<file path="config.mk">
export PLATFORM = sky130hd
export DESIGN_NAME = encoder_read_scheduler_flat
export DESIGN_NICKNAME = d
export VERILOG_FILES = /design/src/rtl/encoder_read_scheduler_pkg.sv /design/src/rtl/encoder_read_scheduler_if.sv /design/src/rtl/encoder_read_scheduler_rr_pick.sv /design/src/rtl/encoder_read_scheduler.sv /design/src/flat_wrapper.sv
export SDC_FILE = /design/constraint.sdc
export NUM_CORES = 1
export LEC_CHECK = 0
export BUFFER_PORTS_ARGS = -buffer_cell sky130_fd_sc_hd__buf_2
export CAP_MARGIN = 40
export CORE_AREA = 2 2 104 106
export DETAILED_ROUTE_END_ITERATION = 10
export DIE_AREA = 0 0 106 108
export PLACE_DENSITY = 0.66
export SLEW_MARGIN = 20
export SYNTH_ARGS = -nofsm -noshare
export SYNTH_HDL_FRONTEND = slang
export SYNTH_SLANG_ARGS = --single-unit
</file>
<file path="constraint.sdc">
create_clock -name clock -period 7.4 [get_ports clock]
set_clock_uncertainty 0.2 [all_clocks]
set_input_delay 2.22 -clock clock [delete_from_list [all_inputs] [get_ports clock]]
set_output_delay 2.22 -clock clock [all_outputs]
set_load 0.01 [all_outputs]
</file>
<file path="src/rtl/encoder_read_scheduler_pkg.sv">
// rtl/encoder_read_scheduler_pkg.sv - shared types and constants for the encoder read scheduler
// Purpose: state encoding, angle/select widths and default timing values
//          used by the scheduler, its round-robin picker and the I2C interface.
package encoder_read_scheduler_pkg;

  localparam int ANGLE_W                = 12;
  localparam int SEL_W                  = 3;
  localparam int DEFAULT_TIMEOUT_CYCLES = 50000;
  localparam int DEFAULT_GAP_CYCLES     = 16;

  typedef enum logic [1:0] {
    IDLE  = 2'b00,
    ISSUE = 2'b01,
    WAIT  = 2'b10,
    GAP   = 2'b11
  } sched_state_t;

endpackage

</file>
<file path="src/rtl/encoder_read_scheduler_if.sv">
// rtl/encoder_read_scheduler_if.sv - handshake bundle between scheduler and shared I2C master
// Purpose: groups the request/response signals of one shared I2C master.
// Signals:
//   i2c_start    scheduler -> master, request, held until busy seen
//   i2c_sel      scheduler -> master, encoder index for the transaction
//   i2c_busy     master -> scheduler, transaction accepted and running
//   i2c_done     master -> scheduler, one-cycle completion pulse
//   i2c_error    master -> scheduler, NACK/bus error, valid with done
//   i2c_rd_data  master -> scheduler, angle read, valid with done
// Modports: master = scheduler side (drives the request), slave = I2C master side.
interface encoder_read_scheduler_if;
  import encoder_read_scheduler_pkg::*;

  logic               i2c_start;
  logic [SEL_W-1:0]   i2c_sel;
  logic               i2c_busy;
  logic               i2c_done;
  logic               i2c_error;
  logic [ANGLE_W-1:0] i2c_rd_data;

  modport master (
    output i2c_start,
    output i2c_sel,
    input  i2c_busy,
    input  i2c_done,
    input  i2c_error,
    input  i2c_rd_data
  );

  modport slave (
    input  i2c_start,
    input  i2c_sel,
    output i2c_busy,
    output i2c_done,
    output i2c_error,
    output i2c_rd_data
  );

endinterface

</file>
<file path="src/rtl/encoder_read_scheduler_rr_pick.sv">
// rtl/encoder_read_scheduler_rr_pick.sv - combinational round-robin priority picker
// Purpose: returns the first set bit of mask at or after ptr, searching cyclically.
// Ports:
//   mask   in   NUM_WHEELS  candidate request mask
//   ptr    in   SEL_W       search start index (always < NUM_WHEELS)
//   idx    out  SEL_W       chosen index (0 when nothing is set)
//   valid  out  1           at least one mask bit is set
module encoder_read_scheduler_rr_pick
  import encoder_read_scheduler_pkg::*;
#(
  parameter int NUM_WHEELS = 4
) (
  input  logic [NUM_WHEELS-1:0] mask,
  input  logic [SEL_W-1:0]      ptr,
  output logic [SEL_W-1:0]      idx,
  output logic                  valid
);

  logic [2*NUM_WHEELS-1:0] doubled;
  logic [NUM_WHEELS-1:0]   rot;
  int                      sum;

  // Rotate the mask so bit 0 corresponds to ptr; the lowest set bit of the
  // rotated mask is then the closest requester at or after ptr.
  always_comb begin
    doubled = {mask, mask} >> ptr;
    rot     = doubled[NUM_WHEELS-1:0];
    idx     = '0;
    valid   = 1'b0;
    sum     = 0;
    // Descending scan: the smallest offset is written last and wins.
    for (int i = NUM_WHEELS - 1; i >= 0; i--) begin
      if (rot[i]) begin
        sum = int'(ptr) + i;
        if (sum >= NUM_WHEELS) begin
          sum = sum - NUM_WHEELS;
        end
        idx   = SEL_W'(sum);
        valid = 1'b1;
      end
    end
  end

endmodule

</file>
<file path="src/rtl/encoder_read_scheduler.sv">
// rtl/encoder_read_scheduler.sv - round-robin angle read scheduler over one shared I2C master
// Purpose: issues encoder angle reads in round-robin order, captures each
//          12-bit result into a per-wheel slot and strobes a per-wheel done.
// Ports:
//   clock          in   1                   main clock
//   reset          in   1                   synchronous active-high reset
//   wheel_enable   in   NUM_WHEELS          per-wheel read request mask
//   clear_errors   in   NUM_WHEELS          write-1-to-clear for sticky error bits
//   i2c            if   master modport      shared I2C master handshake
//   current_angle  out  12*NUM_WHEELS       angle slots, wheel w at [12w+11:12w]
//   rd_done        out  NUM_WHEELS          one-cycle strobe when slot w updates
//   rd_error       out  NUM_WHEELS          sticky NACK flag per wheel
//   rd_timeout     out  NUM_WHEELS          sticky timeout flag per wheel
//   active         out  1                   transaction outstanding (ISSUE/WAIT)
module encoder_read_scheduler
  import encoder_read_scheduler_pkg::*;
#(
  parameter int NUM_WHEELS     = 4,
  parameter int TIMEOUT_CYCLES = DEFAULT_TIMEOUT_CYCLES,
  parameter int GAP_CYCLES     = DEFAULT_GAP_CYCLES
) (
  input  logic                          clock,
  input  logic                          reset,
  input  logic [NUM_WHEELS-1:0]         wheel_enable,
  input  logic [NUM_WHEELS-1:0]         clear_errors,
  encoder_read_scheduler_if.master      i2c,
  output logic [ANGLE_W*NUM_WHEELS-1:0] current_angle,
  output logic [NUM_WHEELS-1:0]         rd_done,
  output logic [NUM_WHEELS-1:0]         rd_error,
  output logic [NUM_WHEELS-1:0]         rd_timeout,
  output logic                          active
);

  localparam logic [15:0] TIMEOUT_LAST = 16'(TIMEOUT_CYCLES - 1);
  localparam logic [15:0] GAP_LAST     = 16'(GAP_CYCLES - 1);

  sched_state_t          state;
  logic [SEL_W-1:0]      cur;
  logic [SEL_W-1:0]      rr_ptr;
  logic [SEL_W-1:0]      pick_idx;
  logic                  pick_valid;
  logic [15:0]           tmo_cnt;
  logic [15:0]           gap_cnt;
  logic [NUM_WHEELS-1:0] cur_oh;

  assign cur_oh = NUM_WHEELS'(1) << cur;

  encoder_read_scheduler_rr_pick #(
    .NUM_WHEELS (NUM_WHEELS)
  ) u_rr_pick (
    .mask  (wheel_enable),
    .ptr   (rr_ptr),
    .idx   (pick_idx),
    .valid (pick_valid)
  );

  always_ff @(posedge clock) begin
    if (reset) begin
      state         <= IDLE;
      cur           <= '0;
      rr_ptr        <= '0;
      tmo_cnt       <= '0;
      gap_cnt       <= '0;
      i2c.i2c_start <= 1'b0;
      i2c.i2c_sel   <= '0;
      current_angle <= '0;
      rd_done       <= '0;
      rd_error      <= '0;
      rd_timeout    <= '0;
      active        <= 1'b0;
    end else begin
      rd_done    <= '0;
      // Clears apply every cycle; a set on the same wheel below overrides them.
      rd_error   <= rd_error & ~clear_errors;
      rd_timeout <= rd_timeout & ~clear_errors;

      case (state)
        IDLE: begin
          if (pick_valid) begin
            cur           <= pick_idx;
            i2c.i2c_sel   <= pick_idx;
            i2c.i2c_start <= 1'b1;
            active        <= 1'b1;
            tmo_cnt       <= '0;
            state         <= ISSUE;
          end
        end

        ISSUE, WAIT: begin
          tmo_cnt <= tmo_cnt + 16'd1;
          // A done seen before busy still counts as completion.
          if (i2c.i2c_done) begin
            if (i2c.i2c_error) begin
              rd_error <= (rd_error & ~clear_errors) | cur_oh;
            end else begin
              rd_done <= cur_oh;
              for (int w = 0; w < NUM_WHEELS; w++) begin
                if (cur_oh[w]) begin
                  current_angle[w*ANGLE_W +: ANGLE_W] <= i2c.i2c_rd_data;
                end
              end
            end
            i2c.i2c_start <= 1'b0;
            active        <= 1'b0;
            gap_cnt       <= '0;
            state         <= GAP;
          end else if (tmo_cnt == TIMEOUT_LAST) begin
            rd_timeout    <= (rd_timeout & ~clear_errors) | cur_oh;
            i2c.i2c_start <= 1'b0;
            active        <= 1'b0;
            gap_cnt       <= '0;
            state         <= GAP;
          end else if (state == ISSUE && i2c.i2c_busy) begin
            i2c.i2c_start <= 1'b0;
            state         <= WAIT;
          end
        end

        GAP: begin
          if (gap_cnt == GAP_LAST) begin
            rr_ptr <= (cur == SEL_W'(NUM_WHEELS - 1)) ? '0 : cur + 1'b1;
            state  <= IDLE;
          end else begin
            gap_cnt <= gap_cnt + 16'd1;
          end
        end

        default: state <= IDLE;
      endcase
    end
  end

endmodule

</file>
<file path="src/flat_wrapper.sv">
// flat-port wrapper written by rule: the top's interface ports become plain ports
module encoder_read_scheduler_flat import encoder_read_scheduler_pkg::*;
#(
  parameter int NUM_WHEELS     = 4,
  parameter int TIMEOUT_CYCLES = DEFAULT_TIMEOUT_CYCLES,
  parameter int GAP_CYCLES     = DEFAULT_GAP_CYCLES
)
  (clock, reset, wheel_enable, clear_errors, current_angle, rd_done, rd_error, rd_timeout, active, i2c_i2c_start, i2c_i2c_sel, i2c_i2c_busy, i2c_i2c_done, i2c_i2c_error, i2c_i2c_rd_data);
  encoder_read_scheduler_if i2c_i ();
  input  logic clock;
  input  logic reset;
  input  logic [NUM_WHEELS-1:0] wheel_enable;
  input  logic [NUM_WHEELS-1:0] clear_errors;
  output logic [ANGLE_W*NUM_WHEELS-1:0] current_angle;
  output logic [NUM_WHEELS-1:0] rd_done;
  output logic [NUM_WHEELS-1:0] rd_error;
  output logic [NUM_WHEELS-1:0] rd_timeout;
  output logic active;
  output wire logic [$bits(i2c_i.i2c_start)-1:0] i2c_i2c_start;
  output wire logic [$bits(i2c_i.i2c_sel)-1:0] i2c_i2c_sel;
  input wire logic [$bits(i2c_i.i2c_busy)-1:0] i2c_i2c_busy;
  input wire logic [$bits(i2c_i.i2c_done)-1:0] i2c_i2c_done;
  input wire logic [$bits(i2c_i.i2c_error)-1:0] i2c_i2c_error;
  input wire logic [$bits(i2c_i.i2c_rd_data)-1:0] i2c_i2c_rd_data;
  assign i2c_i2c_start = i2c_i.i2c_start;
  assign i2c_i2c_sel = i2c_i.i2c_sel;
  assign i2c_i.i2c_busy = i2c_i2c_busy;
  assign i2c_i.i2c_done = i2c_i2c_done;
  assign i2c_i.i2c_error = i2c_i2c_error;
  assign i2c_i.i2c_rd_data = i2c_i2c_rd_data;
  encoder_read_scheduler #(.NUM_WHEELS(NUM_WHEELS), .TIMEOUT_CYCLES(TIMEOUT_CYCLES), .GAP_CYCLES(GAP_CYCLES)) u_core (.clock(clock), .reset(reset), .wheel_enable(wheel_enable), .clear_errors(clear_errors), .i2c(i2c_i), .current_angle(current_angle), .rd_done(rd_done), .rd_error(rd_error), .rd_timeout(rd_timeout), .active(active));
endmodule
</file>
[Yosys cells after proc, flatten, opt, wreduce, memory -nomap -nowiden]
Index checks and enable logic that the tools add are counted.
Widths: inputs -> output; s select.
Storage, ports and cells
  input bits: 25
  word-level logic and storage cells: 105
  register bits: 102
Operators by class
  multiplexer cells: 39
  shift operators: 2
  $lt $le $gt $ge: 4
  bitwise gates (word level): 8
  equal/unequal tests: 11
  add/subtract/negate cells: 10
  reductions and logical operators: 17
Operators with widths (count)
  $mux 16: 4
  $pmux 16 s2: 2
  $add 16x1->16 const B: 2
  $mux 3: 9
  $mux 4: 6
  $eq 16x16->1 const B: 1
  $eq 16x4->1 const B: 1
  $reduce_and 4->1: 4
  $ge 4x3->1 const B: 3
  $reduce_and 3->1: 4
  $sub 3x3->3 const B: 4
  $mux 1: 10
  $mux 2: 5
  $add 3x2->4 const B: 2
  $and 4x4->4: 2
  $or 4x4->4: 2
  $shr 8x3->4: 1
  $pmux 2 s3: 1
  $reduce_and 2->1: 3
  $add 3x1->4 const B: 1
  $eq 2x2->1 const B: 2
  $ne 2x1->1 const B: 2
  $ne 4x2->1 const B: 1
  $not 4->4: 1
  14 further kinds: 18

[Longest topological paths before layout]
  word-level depth: 7
  depth in mapped cells: 9

[Modules after synthesis]
From an unflattened synthesis, not the netlist that was laid out.
Second synthesis, totals
  cell total of the unflattened synthesis: 564
  area, all modules: 4521.8 um2
Modules (own cells, without submodules)
  encoder_read_scheduler: instances 1, cells an instance 526, area an instance 4262.8 um2
  encoder_read_scheduler_rr_pick: instances 1, cells an instance 38, area an instance 259.0 um2

[Worst setup path before layout]
No wires, ideal clock.
  path kind: input-to-reg
  from: in wheel_enable[2]
  to: reg u_core.tmo_cnt[3]
  arrival: 3.668 ns
  stages: 7
  data required time: 7.068 ns
  slack: 3.400 ns
  library setup time: 0.132 ns
  cells stage by stage: mux2i_1 -> o221ai_1 -> a211oi_2 -> clkbuf_1 -> nor4b_1 -> a31oi_1 -> a21oi_1
Between the ends
  word-level cells in the longest chain between the ends: 7
Ends and longest elaborated chain
  start: declaration: RTL line flat_wrapper.sv:12  | input logic [NUM_WHEELS-1:0] wheel_enable;
  $shr 8x3->4 (*): RTL line encoder_read_scheduler_rr_pick.sv:26  | doubled = {mask, mask} >> ptr;
  $mux 1 (3 in a row): RTL line encoder_read_scheduler_rr_pick.sv:33  | if (rot[i]) begin
  $mux 1 (*): RTL line encoder_read_scheduler_rr_pick.sv:33
  $ne 2x1->1 (no line) (*)
  $reduce_and 2->1 (no line) (*)
  end signal: assignment: RTL line encoder_read_scheduler.sv:90  | tmo_cnt <= tmo_cnt + 16'd1;
  end: declaration: RTL line encoder_read_scheduler.sv:42  | logic [15:0] tmo_cnt;
Every way passes the cells marked *; elsewhere a longest branch is shown, timed or not.
A chain may end at the register's enable or synchronous reset.

[Final worst setup path]
  from: in wheel_enable[2]
  to: reg u_core.tmo_cnt[4]
The elaborated chain is that of the path after synthesis.

==> results.tsv <==
metric	value	unit
first-pass GRT wire length	18800	µm
post-DR vias/cell	5.33	
CP arrival	4.08	ns
largest net degree at the start of global routing	80	
asr flop ratio synth	0	%
cell family with most CP delay	compound AO/OA/AOI/OAI gates	
crit end category	flop	
Yosys warning count	0	
met3 routed WL	715	µm
final wirelength	11200	µm
Final min period	4.03	ns
area delta synth->final	16.1	%
syn avg cell area	8.01	µm²
Slew Viols, Final	0	
drt pass-1 iters	4	
root buffer cell	clkbuf_8	
sequential share of power	46.0	%
RSZ-0062 raised after global routing	false	
PwrDens	253	nW/µm²
Seq/Total Area, Yosys	45.5	%
Clock transition at path regs	0.11	ns
combinational power share	24.6	%
starting DRC count in detailed routing	295	
total gr overflow	0	
Cell Area, Placed	4990	µm²
status	finished clean	
internal power	866	µW
area leader, netlist	dfxtp_1	
setup TNS	0	ns
switching share of power	34.4	%
CTS H-Tree Depth	3	
fin cells	771	
vias in the first global route	3954	
Num CTS Buffers	9	
Static Leak	2.00	nW
CTS Hold Bufs	0	
routed len/inst	14.5	µm
CP Buf/Inv Count	2	
Resize count post-CTS	0	
nets@finish	665	
worst-path maximum fanout	10	
wire length on met2	5450	µm
All-Layer GR Usage	20.3	%
Tcrit/Tclk final	54.4	%
initial antenna violation count	0	
# IOs	90	
# Post-CTS Setup Buffers	0	
share of cells above drive strength 1	18.3	%
worst hold path type	reg2reg	
DRC violations left	0	
startpoint types	input port	
initial core utilization	43.9	%
WP data required	7.45	ns
clock power share	29.3	%
TritonCTS clock tree	built	
Detailed Place HPWL	7850	µm
P_sw	454	µW
critical path's slowest cell	a211oi_2	
core area	10200	µm²
FMAX	248	MHz
Clock Sinks	102	
Yosys cell types	49	
CTS Buffer Depth	2	
Site Rows	37	
die height	108	µm
DR top layer	met4	
maxcap violations	0	
Worst VDD drop	0.114	mV
Port Buf Inserts	89	
Post-synth top cells	nand2_1, dfxtp_1, a21oi_1	
number of synthesized flops with an enable pin	0	
die span in x	106	µm
largest cells by area after synthesis	dfxtp_1, nand2_1, a21oi_1	
Worst slew margin	46.1	%
Routed Antenna Nets	0	
met1 wire length	4880	µm
Tot Pwr	1.32	mW
final setup fails	0	
Mapped Nets	595	
post-synth top area share	45.5	%
synthesis-stage register bit count	102	
Cells after Synth	560	
Placed Cells	755	
synthesized cell area	4490	µm²
count leader, synth	nand2_1	
Clk Latency, worst-skew pair	0.38	ns
crit-path cells	buf_2, mux2i_1, o221ai_1, a211oi_2, buf_4, nor3_1, xnor2_1, nor2_1	
critical path class	in2reg	
delay of the slowest critical-path stage	0.63	ns
Primary FF master, synth	dfxtp_1	
Final Hold Viols	0	
Worst Max-Slew Pin Slew	0.798	ns
GP Congestion	0.858	
final non-filler cell area	5210	µm²
via count	4111	
die area	11400	µm²
ANT cells	0	
tightest hold or removal path: stages (launching register included):
cell and delay (ns):
dfxtp_1 0.32, nand2_1 0.05, a21oi_1 0.05
metal layers:
metal  track usage, %  vias up
li1                 -     2058
met1             25.0     1930
met2             35.0      111
met3             5.49       12
met4             6.11        0
met5                0        -
state kept, by name, summed over array words and instances (netlist names):
register and flops:
u_core.rd_done 4, u_core.rd_error 4, u_core.active 1, u_core.i2c.i2c_start 1, u_core.i2c.i2c_sel 3, u_core.tmo_cnt 16
u_core.gap_cnt 16, u_core.current_angle 48, u_core.rr_ptr 3, u_core.rd_timeout 4, u_core.state 2
per-stage QoR:
step	worst slack, ns	hold WS, ns	util [%]
floorplan	3.40	0.274	-
global placement	2.80	0.240	48.7
detailed placement	2.99	0.245	48.8
CTS	3.37	0.261	50.9
global route	3.15	0.282	50.9
finish	3.37	0.259	50.9
kinds of logic after synthesis:
family	share of synthesized area [%]
fa+ha+maj	2.79
xor+xnor	4.10
compound gates	13.5
buf+inv	3.71
mux	1.14
flops	45.5
simple gates	29.3
area by class of cell:
cell class              instances  area (µm²)
clock buffers                  10         138
well taps                     136         170
repair buffers                 91         460
multi-input cells             415        2280
clock inverters                 6        81.3
inverters                      11        41.3
fillers                       982        5020
flip-flops and latches        102        2040
cell usage in the layout (no fill, tap or decap), types with 2 or more instances in the layout:
master,count
or2_2,3
a21oi_1,72
nor4_1,13
or3_1,6
nand3_1,19
a211oi_1,5
nor4b_2,2
a22oi_1,2
o31ai_1,2
inv_1,11
nor3b_1,2
a31oi_1,2
buf_4,2
clkbuf_8,10
o21ai_0,10
mux2i_1,4
dfxtp_1,102
inv_6,2
nand3b_1,3
xor2_1,9
nor2b_1,10
ha_1,10
o221ai_1,2
and3_1,4
nand2_1,116
xnor2_1,12
and3b_1,3
nor4b_1,5
nand2b_1,7
nor3_1,9
and2_1,5
nand4_1,12
nor2_1,50
buf_2,89
inv_8,3
path summary, 6_finish.rpt:
kind	startpoint	end	slack [ns]	cells past startpoint
max	wheel_enable[2]	u_core.tmo_cnt[4]	3.37	8
min	u_core.current_angle[15]	u_core.current_angle[15]	0.26	2
max reg2reg	u_core.state[0]	u_core.gap_cnt[9]	4.41	7
min reg2reg	u_core.current_angle[15]	u_core.current_angle[15]	0.26	2
power groups by stage:
stage	clock [mW]	combinational (mW)	sequential, mW
floorplan	0	0.222	0.626
global placement	0	0.318	0.617
detailed placement	0	0.325	0.619
CTS	0.398	0.326	0.607
global route	0.417	0.365	0.612
finish	0.387	0.325	0.608
No activity file was read; power rests on OpenSTA's default activity.
